File: src/rtl/rf_wb_arbiter_pkg.sv
// Shared widths, the zero-register constant and the FIFO entry layout
// for the register-file write-back arbiter.
package rf_wb_arbiter_pkg;

   localparam int REG_ADDR_W = 5;
   localparam int DATA_W     = 32;

   localparam logic [REG_ADDR_W-1:0] ZERO_REG = 5'd0;

   // One buffered long-unit result; live=0 means the entry is popped without an RF write.
   typedef struct packed {
      logic                  live;
      logic [REG_ADDR_W-1:0] wr;
      logic [DATA_W-1:0]     wd;
   } wb_entry_t;

   localparam wb_entry_t ENTRY_NULL = '{live: 1'b0, wr: 5'd0, wd: 32'd0};

   // True when an entry will still write register r.
   function automatic logic live_match(input wb_entry_t e, input logic [REG_ADDR_W-1:0] r);
      return e.live && (e.wr == r);
   endfunction

endpackage

File: src/rtl/rf_wb_arbiter_if.sv
// Bus bundle between the write-back sources, decode and the arbiter.
// The arbiter takes the slave view; the surrounding pipeline the master view.
interface rf_wb_arbiter_if;
   import rf_wb_arbiter_pkg::*;

   logic                  pipe_we;
   logic [REG_ADDR_W-1:0] pipe_wR;
   logic [DATA_W-1:0]     pipe_wD;
   logic                  lu_valid;
   logic                  lu_ready;
   logic [REG_ADDR_W-1:0] lu_wR;
   logic [DATA_W-1:0]     lu_wD;
   logic                  we;
   logic [REG_ADDR_W-1:0] wR;
   logic [DATA_W-1:0]     wD;
   logic [REG_ADDR_W-1:0] rR1;
   logic [REG_ADDR_W-1:0] rR2;
   logic                  busy1;
   logic                  busy2;
   logic                  pipe_stall;

   modport slave (
      input  pipe_we, pipe_wR, pipe_wD,
      input  lu_valid, lu_wR, lu_wD,
      output lu_ready,
      output we, wR, wD,
      input  rR1, rR2,
      output busy1, busy2,
      output pipe_stall
   );

   modport master (
      output pipe_we, pipe_wR, pipe_wD,
      output lu_valid, lu_wR, lu_wD,
      input  lu_ready,
      input  we, wR, wD,
      output rR1, rR2,
      input  busy1, busy2,
      input  pipe_stall
   );

endinterface

File: src/rtl/rf_wb_arbiter_wb_fifo.sv
// Long-unit result FIFO with per-entry live bits, a kill-by-address port
// that clears live bits of stale entries, and per-entry pending-match
// vectors for the two decode source queries.
module rf_wb_arbiter_wb_fifo
   import rf_wb_arbiter_pkg::*;
#(
   parameter int DEPTH = 4
) (
   input  logic                  clk,
   input  logic                  rst,
   input  logic                  push,
   input  logic                  push_live,
   input  logic [REG_ADDR_W-1:0] push_wr,
   input  logic [DATA_W-1:0]     push_wd,
   input  logic                  pop,
   input  logic                  kill_en,
   input  logic [REG_ADDR_W-1:0] kill_wr,
   input  logic [REG_ADDR_W-1:0] q1_wr,
   input  logic [REG_ADDR_W-1:0] q2_wr,
   output wb_entry_t             head,
   output logic                  empty,
   output logic                  full,
   output logic [DEPTH-1:0]      match1,
   output logic [DEPTH-1:0]      match2
);

   localparam int PTR_W = $clog2(DEPTH);
   localparam int CNT_W = PTR_W + 1;

   wb_entry_t        mem_q [DEPTH];
   wb_entry_t        mem_d [DEPTH];
   logic [PTR_W-1:0] head_q, head_d;
   logic [PTR_W-1:0] tail_q, tail_d;
   logic [CNT_W-1:0] count_q, count_d;
   logic [PTR_W-1:0] off_s [DEPTH];
   logic [DEPTH-1:0] occ_s;
   logic             push_ok_s;
   logic             pop_ok_s;

   assign empty = (count_q == CNT_W'(0));
   assign full  = (count_q == CNT_W'(DEPTH));
   assign head  = mem_q[head_q];

   // Next-state for storage, pointers and count, including the WAW kill.
   always_comb begin
      push_ok_s = push && !full;
      pop_ok_s  = pop && !empty;
      mem_d     = mem_q;
      for (int i = 0; i < DEPTH; i++) begin
         if (kill_en && (mem_q[i].wr == kill_wr)) begin
            mem_d[i].live = 1'b0;
         end else begin
            mem_d[i].live = mem_q[i].live;
         end
      end
      // The incoming entry lands after the kill so its own live bit is decided by the caller.
      if (push_ok_s) begin
         mem_d[tail_q] = '{live: push_live, wr: push_wr, wd: push_wd};
         tail_d        = tail_q + PTR_W'(1);
      end else begin
         tail_d = tail_q;
      end
      if (pop_ok_s) begin
         head_d = head_q + PTR_W'(1);
      end else begin
         head_d = head_q;
      end
      case ({push_ok_s, pop_ok_s})
         2'b10:   count_d = count_q + CNT_W'(1);
         2'b01:   count_d = count_q - CNT_W'(1);
         default: count_d = count_q;
      endcase
   end

   // Occupancy window [head, head+count) and live-address matches for decode.
   always_comb begin
      for (int i = 0; i < DEPTH; i++) begin
         off_s[i]  = PTR_W'(i) - head_q;
         occ_s[i]  = ({1'b0, off_s[i]} < count_q);
         match1[i] = occ_s[i] && live_match(mem_q[i], q1_wr);
         match2[i] = occ_s[i] && live_match(mem_q[i], q2_wr);
      end
   end

   // State registers; reset discards every entry.
   always_ff @(posedge clk) begin
      if (rst) begin
         head_q  <= PTR_W'(0);
         tail_q  <= PTR_W'(0);
         count_q <= CNT_W'(0);
         for (int i = 0; i < DEPTH; i++) begin
            mem_q[i] <= ENTRY_NULL;
         end
      end else begin
         head_q  <= head_d;
         tail_q  <= tail_d;
         count_q <= count_d;
         for (int i = 0; i < DEPTH; i++) begin
            mem_q[i] <= mem_d[i];
         end
      end
   end

endmodule

File: src/rtl/rf_wb_arbiter.sv
// Write-back arbiter in front of the single register-file write port.
// The in-order pipeline always wins; buffered long-unit results drain in
// idle cycles, and a starve counter asks upstream to yield when needed.
module rf_wb_arbiter
   import rf_wb_arbiter_pkg::*;
#(
   parameter int DEPTH      = 4,
   parameter int STARVE_MAX = 8
) (
   input  logic            cpu_clk,
   input  logic            cpu_rst,
   rf_wb_arbiter_if.slave  bus
);

   localparam int ST_W = $clog2(STARVE_MAX + 1);

   logic             pipe_win_s;
   logic             push_s;
   logic             push_live_s;
   logic             pop_s;
   logic             fifo_empty_s;
   logic             fifo_full_s;
   wb_entry_t        head_s;
   logic [DEPTH-1:0] match1_s;
   logic [DEPTH-1:0] match2_s;
   logic [ST_W-1:0]  starve_q, starve_d;

   rf_wb_arbiter_wb_fifo #(.DEPTH(DEPTH)) u_fifo (
      .clk       (cpu_clk),
      .rst       (cpu_rst),
      .push      (push_s),
      .push_live (push_live_s),
      .push_wr   (bus.lu_wR),
      .push_wd   (bus.lu_wD),
      .pop       (pop_s),
      .kill_en   (pipe_win_s),
      .kill_wr   (bus.pipe_wR),
      .q1_wr     (bus.rR1),
      .q2_wr     (bus.rR2),
      .head      (head_s),
      .empty     (fifo_empty_s),
      .full      (fifo_full_s),
      .match1    (match1_s),
      .match2    (match2_s)
   );

   // Source arbitration, enqueue handshake and the RF write port.
   always_comb begin
      pipe_win_s = bus.pipe_we && (bus.pipe_wR != ZERO_REG);
      // Ready depends only on registered fullness, so a full FIFO refuses even while popping.
      bus.lu_ready = !cpu_rst && !fifo_full_s;
      push_s       = bus.lu_valid && bus.lu_ready;
      // A same-cycle pipeline write to the same register is newer, so the entry is born dead.
      push_live_s  = (bus.lu_wR != ZERO_REG) &&
                     !(pipe_win_s && (bus.pipe_wR == bus.lu_wR));
      pop_s        = !cpu_rst && !pipe_win_s && !fifo_empty_s;
      if (cpu_rst) begin
         bus.we = 1'b0;
         bus.wR = ZERO_REG;
         bus.wD = 32'd0;
      end else if (pipe_win_s) begin
         bus.we = 1'b1;
         bus.wR = bus.pipe_wR;
         bus.wD = bus.pipe_wD;
      end else if (pop_s && head_s.live) begin
         bus.we = 1'b1;
         bus.wR = head_s.wr;
         bus.wD = head_s.wd;
      end else begin
         bus.we = 1'b0;
         bus.wR = ZERO_REG;
         bus.wD = 32'd0;
      end
   end

   // Pending flags for decode; an entry popping this cycle is still pending.
   always_comb begin
      if (cpu_rst) begin
         bus.busy1 = 1'b0;
         bus.busy2 = 1'b0;
      end else begin
         bus.busy1 = (bus.rR1 != ZERO_REG) && (|match1_s);
         bus.busy2 = (bus.rR2 != ZERO_REG) && (|match2_s);
      end
   end

   // Starve counter next state: count lost arbitrations, saturate, clear on pop/empty.
   always_comb begin
      if (fifo_empty_s) begin
         starve_d = ST_W'(0);
      end else if (pop_s) begin
         starve_d = ST_W'(0);
      end else if (starve_q != ST_W'(STARVE_MAX)) begin
         starve_d = starve_q + ST_W'(1);
      end else begin
         starve_d = starve_q;
      end
      bus.pipe_stall = !cpu_rst && (starve_q == ST_W'(STARVE_MAX));
   end

   // Starve counter register.
   always_ff @(posedge cpu_clk) begin
      if (cpu_rst) begin
         starve_q <= ST_W'(0);
      end else begin
         starve_q <= starve_d;
      end
   end

endmodule

File: src/flat_wrapper.sv
// flat-port wrapper written by rule: the top's interface ports become plain ports
module rf_wb_arbiter_flat import rf_wb_arbiter_pkg::*;
#(
   parameter int DEPTH      = 4,
   parameter int STARVE_MAX = 8
)
  (cpu_clk, cpu_rst, bus_pipe_we, bus_pipe_wR, bus_pipe_wD, bus_lu_valid, bus_lu_wR, bus_lu_wD, bus_lu_ready, bus_we, bus_wR, bus_wD, bus_rR1, bus_rR2, bus_busy1, bus_busy2, bus_pipe_stall);
  rf_wb_arbiter_if bus_i ();
  input  logic cpu_clk;
  input  logic cpu_rst;
  input wire logic [$bits(bus_i.pipe_we)-1:0] bus_pipe_we;
  input wire logic [$bits(bus_i.pipe_wR)-1:0] bus_pipe_wR;
  input wire logic [$bits(bus_i.pipe_wD)-1:0] bus_pipe_wD;
  input wire logic [$bits(bus_i.lu_valid)-1:0] bus_lu_valid;
  input wire logic [$bits(bus_i.lu_wR)-1:0] bus_lu_wR;
  input wire logic [$bits(bus_i.lu_wD)-1:0] bus_lu_wD;
  output wire logic [$bits(bus_i.lu_ready)-1:0] bus_lu_ready;
  output wire logic [$bits(bus_i.we)-1:0] bus_we;
  output wire logic [$bits(bus_i.wR)-1:0] bus_wR;
  output wire logic [$bits(bus_i.wD)-1:0] bus_wD;
  input wire logic [$bits(bus_i.rR1)-1:0] bus_rR1;
  input wire logic [$bits(bus_i.rR2)-1:0] bus_rR2;
  output wire logic [$bits(bus_i.busy1)-1:0] bus_busy1;
  output wire logic [$bits(bus_i.busy2)-1:0] bus_busy2;
  output wire logic [$bits(bus_i.pipe_stall)-1:0] bus_pipe_stall;
  assign bus_i.pipe_we = bus_pipe_we;
  assign bus_i.pipe_wR = bus_pipe_wR;
  assign bus_i.pipe_wD = bus_pipe_wD;
  assign bus_i.lu_valid = bus_lu_valid;
  assign bus_i.lu_wR = bus_lu_wR;
  assign bus_i.lu_wD = bus_lu_wD;
  assign bus_lu_ready = bus_i.lu_ready;
  assign bus_we = bus_i.we;
  assign bus_wR = bus_i.wR;
  assign bus_wD = bus_i.wD;
  assign bus_i.rR1 = bus_rR1;
  assign bus_i.rR2 = bus_rR2;
  assign bus_busy1 = bus_i.busy1;
  assign bus_busy2 = bus_i.busy2;
  assign bus_pipe_stall = bus_i.pipe_stall;
  rf_wb_arbiter #(.DEPTH(DEPTH), .STARVE_MAX(STARVE_MAX)) u_core (.cpu_clk(cpu_clk), .cpu_rst(cpu_rst), .bus(bus_i));
endmodule
File: config.mk
export PLATFORM = sky130hd
export DESIGN_NAME = rf_wb_arbiter_flat
export DESIGN_NICKNAME = d
export VERILOG_FILES = /design/src/rtl/rf_wb_arbiter_pkg.sv /design/src/rtl/rf_wb_arbiter_if.sv /design/src/rtl/rf_wb_arbiter_wb_fifo.sv /design/src/rtl/rf_wb_arbiter.sv /design/src/flat_wrapper.sv
export SDC_FILE = /design/constraint.sdc
export NUM_CORES = 1
export LEC_CHECK = 0
export CAP_MARGIN = 0
export CORE_ASPECT_RATIO = 0.8
export CORE_MARGIN = 5
export CORE_UTILIZATION = 33
export CTS_BUF_LIST = sky130_fd_sc_hd__clkbuf_16
export DETAILED_ROUTE_END_ITERATION = 7
export REMOVE_ABC_BUFFERS = 1
export SLEW_MARGIN = 30
export SYNTH_ARGS = -nofsm -noshare
export SYNTH_HDL_FRONTEND = slang
export SYNTH_SLANG_ARGS = --single-unit
File: constraint.sdc
create_clock -name cpu_clk -period 3.9 [get_ports cpu_clk]
set_input_delay 0.78 -clock cpu_clk [delete_from_list [all_inputs] [get_ports cpu_clk]]
set_output_delay 0.78 -clock cpu_clk [all_outputs]
set_load 0.005 [all_outputs]
==> results.md <==
* Result of the run: completed
* Crit path time final at 3.835 ns
* Number of top-level pins at 130
* TritonCTS clock tree: done
* Clock insertion delay at the later pin of the skew report at 0.42 ns
* WL final at 25080 um
* Portion of total power attributed to the clock network at 40.5%
* Max H-tree Level at 4
* Setup slack of the critical path after layout at 0.06459 ns
* Final setup violation count at 0
* Layout area overhead at 25.51%
* HPWL Detailed at 17010 um
* Residual antenna-violating net count after detailed routing at 0
* Worst min-delay path category: reg -> reg
* Combinational fraction of design power at 15.5%
* Total overflow reported by the global router at 0
* Maximum number of pins on one net before global-route repair at 84
* VDD IR max at 0.2260 mV
* Setup repair after global routing missed its margin: yes
* Max-slew violation total from the final report at 0
* Mean instance size in the synthesized netlist at 8.196 um2
* Worst setup SP type: primary input
* TritonCTS Sinks at 163
* Number of hold violations in the final report at 0
* Worst Setup Path Type: in -> out
* Initial drt markers at 559
* Number of antenna violations at the first check in global routing at 0
* Vertical die dimension at 152.4 um
* Final Non-Filler Cells at 1440
* Post-Syn Area at 0.008368 mm2
* Maximum root-to-sink buffer count at 2
* Power density cells at 380.3 mW/mm2
* DRT Pass-1 Iters at 8
* Number of distinct library cells after synthesis at 44
* Number of flip-flops and latches in the synthesized netlist at 163
* Worst slew slack as a fraction of its limit at 39.32%
* Via count of the first global-routing pass at 7165
* Vias per std cell at 5.069
* Reg-to-Reg Start: u_core.u_fifo.count_q[2]
* Antenna diode count at 0
* Die ar. at 0.02866 mm2
* Total area of multi-input combinational cells at 0.004582 mm2
* Total Nets Final at 1203
* Clock Skew at 0.01176 ns
* Initial cell density of the core at 33.32%
* Seq. cell area at 0.003266 mm2
* GRT Total Usage at 17.30%
* Count of cells along the worst register-to-register path at 10
* Net switching power at 1.054 mW
* Worst setup path endpoint: bus_wD[23]
* Root Driver: sky130_fd_sc_hd__clkbuf_16
* Global-route wire length before repair at 39990 um
* Filler instances at 2526
* Yosys warnings at 0
* Instance count after placement with tap cells included at 1408
* Final core area utilization at 41.82%
* Total via count in the routed design at 7300
* IO Port Bufs at 129
* Core area at 0.02511 mm2
* Final worst-path cycle share at 98.34%
* Highest attainable clock frequency at 260.7 MHz
* Switching Fraction at 26.38%
* Die width at 188.0 um
* Number of standard cells after synthesis at 1021
* Number of clock buffers inserted by TritonCTS at 17
* Pre-CTS worst setup slack at 0.006555 ns
* Crit Reg-Reg Endpoint: u_core.u_fifo.count_q[2]
* Int Pwr at 2.941 mW
* Number of rows in the core area at 52
* Placer's final routability congestion estimate at 0.8628
* # DRC at 0
* Pin slew with the least headroom to its limit at 0.9101 ns
* Leakage power at 3.538 nW
* Clk slew on worst S/H paths at 0.06 ns
* Part of the total power dissipated in sequential elements at 44.0%
* Reg2reg setup slack at 1.28 ns
* Required arrival time at the worst endpoint at 3.12 ns
* Total power of the final layout at 3.995 mW
* Routed length per instance at 17.42 um
* Proportion of synthesized chip area in sequential cells at 39.00%
* Max-cap violations at 0
* Share of layout cells above drive strength 1 at 10.66%
* Kind of end point of the critical path: primary output
* Maximum fanout count along the critical path at 13
* Worst endpoint data arrival time at 3.06 ns
* First element of the critical path: bus_pipe_wR[2]
-- power by group through the flow --
stage | sequential, mW | combinational (mW) | clock, mW
4_1_cts | 1.76 | 0.623 | 1.66
5_1_grt | 1.76 | 0.678 | 1.73
3_3_place_gp | 1.79 | 0.604 | 0
6_report | 1.76 | 0.618 | 1.62
3_5_place_dp | 1.79 | 0.618 | 0
2_1_floorplan | 1.80 | 0.270 | 0
-- critical path: stages --
cell	delay (ns)
sky130_fd_sc_hd__clkdlybuf4s50_1	0.44
sky130_fd_sc_hd__or4_4	0.56
sky130_fd_sc_hd__o21ai_4	0.17
sky130_fd_sc_hd__and2_4	0.21
sky130_fd_sc_hd__buf_6	0.18
sky130_fd_sc_hd__a32o_1	0.19
sky130_fd_sc_hd__clkdlybuf4s50_1	0.50
-- synth_stat cells, drive strengths merged --
| cell | n | area [um2] |
|---|---|---|
| nand2 | 312 | 1174 |
| dfxtp | 163 | 3263 |
| a21oi | 157 | 789.5 |
| clkbuf | 73 | 275.3 |
| xnor2 | 41 | 359.1 |
| buf | 33 | 229.0 |
| a32o | 32 | 320.3 |
| mux4 | 32 | 720.7 |
| xor2 | 31 | 271.5 |
| nor2 | 22 | 82.58 |
| nand3 | 20 | 100.1 |
| nor3 | 13 | 70.07 |
| inv | 12 | 45.04 |
| ha | 11 | 137.6 |
| o21ai | 11 | 66.31 |
| a21o | 9 | 67.56 |
| nor4 | 9 | 56.30 |
| a22oi | 7 | 52.55 |
| mux2i | 6 | 60.06 |
| and2 | 5 | 31.28 |
| or4 | 4 | 33.78 |
| mux2 | 3 | 37.53 |
| nor4b | 3 | 26.28 |
| a311oi | 2 | 17.52 |
| nand2b | 2 | 12.51 |
| o21a | 2 | 15.01 |
| a211oi | 1 | 7.510 |
| fa | 1 | 20.02 |
| nand4 | 1 | 6.260 |
| o31ai | 1 | 7.510 |
| or2 | 1 | 6.260 |
| or3 | 1 | 6.260 |
-- cell usage in the layout, fill, tap and decap left out, drive strengths merged, types with 2 or more instances in the layout --
master         synthesis  final
a311oi                 2      2
or4                    4      4
and2                   5      5
nor2                  22     22
dfxtp                163    163
nor4b                  3      3
nand3                 20     20
bufinv                 0      2
nor3                  13     13
clkdlybuf4s50          0    126
mux2                   3      3
clkinvlp               0      4
a32o                  32     32
a22oi                  7      7
mux4                  32     32
clkbuf                73     17
a21oi                157    157
o21a                   2      2
clkinv                 0      5
dlymetal6s2s           0      2
xnor2                 41     41
nand2                312    312
nand2b                 2      2
buf                   33     41
ha                    11     11
inv                   12     16
a21o                   9      9
nor4                   9      9
mux2i                  6      6
xor2                  31     31
o21ai                 11     11
-- timing repair --
item	CTS	global route
endpoints found under the setup margin	6	37
hold buffers	0	0
gates resized for setup	2	4
buffers inserted	0	0
-- layer usage --
metal / GRT usage (%) / vias to the layer above / share of wire [%]
li1: - / 3622 / -
met1: 24.37 / 3461 / 48
met2: 27.84 / 201 / 46
met3: 3.413 / 16 / 5.3
met4: 3.354 / 0 / 0.85
met5: 0 / - / 0
-- worst min-delay path by stage --
stage,slack [ns],cells past startpoint,endpoint,from
floorplan,0.43,2,flop,flop
global placement,0.44,2,flop,flop
detailed placement,0.44,2,flop,flop
CTS,0.45,2,flop,flop
global route,0.47,2,flop,flop
finish,0.45,2,flop,flop
-- cells by family after synthesis --
logic type               after synthesis  synth area share [%]
AND/OR/NAND/NOR                      393                 19.18
AO/OA/AOI/OAI                        222                 16.06
flip-flops                           163                 39.00
buffers and inverters                118                 6.564
XOR/XNOR                              72                 7.536
multiplexers                          41                 9.779
adder cells (fa/ha/maj)               12                 1.884
-- stage by stage --
step	setup TNS (ns)	cell area, um2	hold slack [ns]
2_1_floorplan	-19.71	7864	0.4271
6_report	0	10500	0.4522
3_3_place_gp	0	9891	0.4392
5_1_grt	-0.02946	10500	0.4652
4_1_cts	0	10490	0.4534
3_5_place_dp	0	9918	0.4448
-- final cells by class --
class,count,area share (%)
Clock buffer,17,4.051
Clock inverter,15,1.346
Inverter,12,0.4289
Multi-Input combinational cell,740,43.63
Sequential cell,163,31.09
Tap cell,324,3.860
Timing Repair Buffer,169,15.59
No activity file was read; power rests on OpenSTA's default activity.
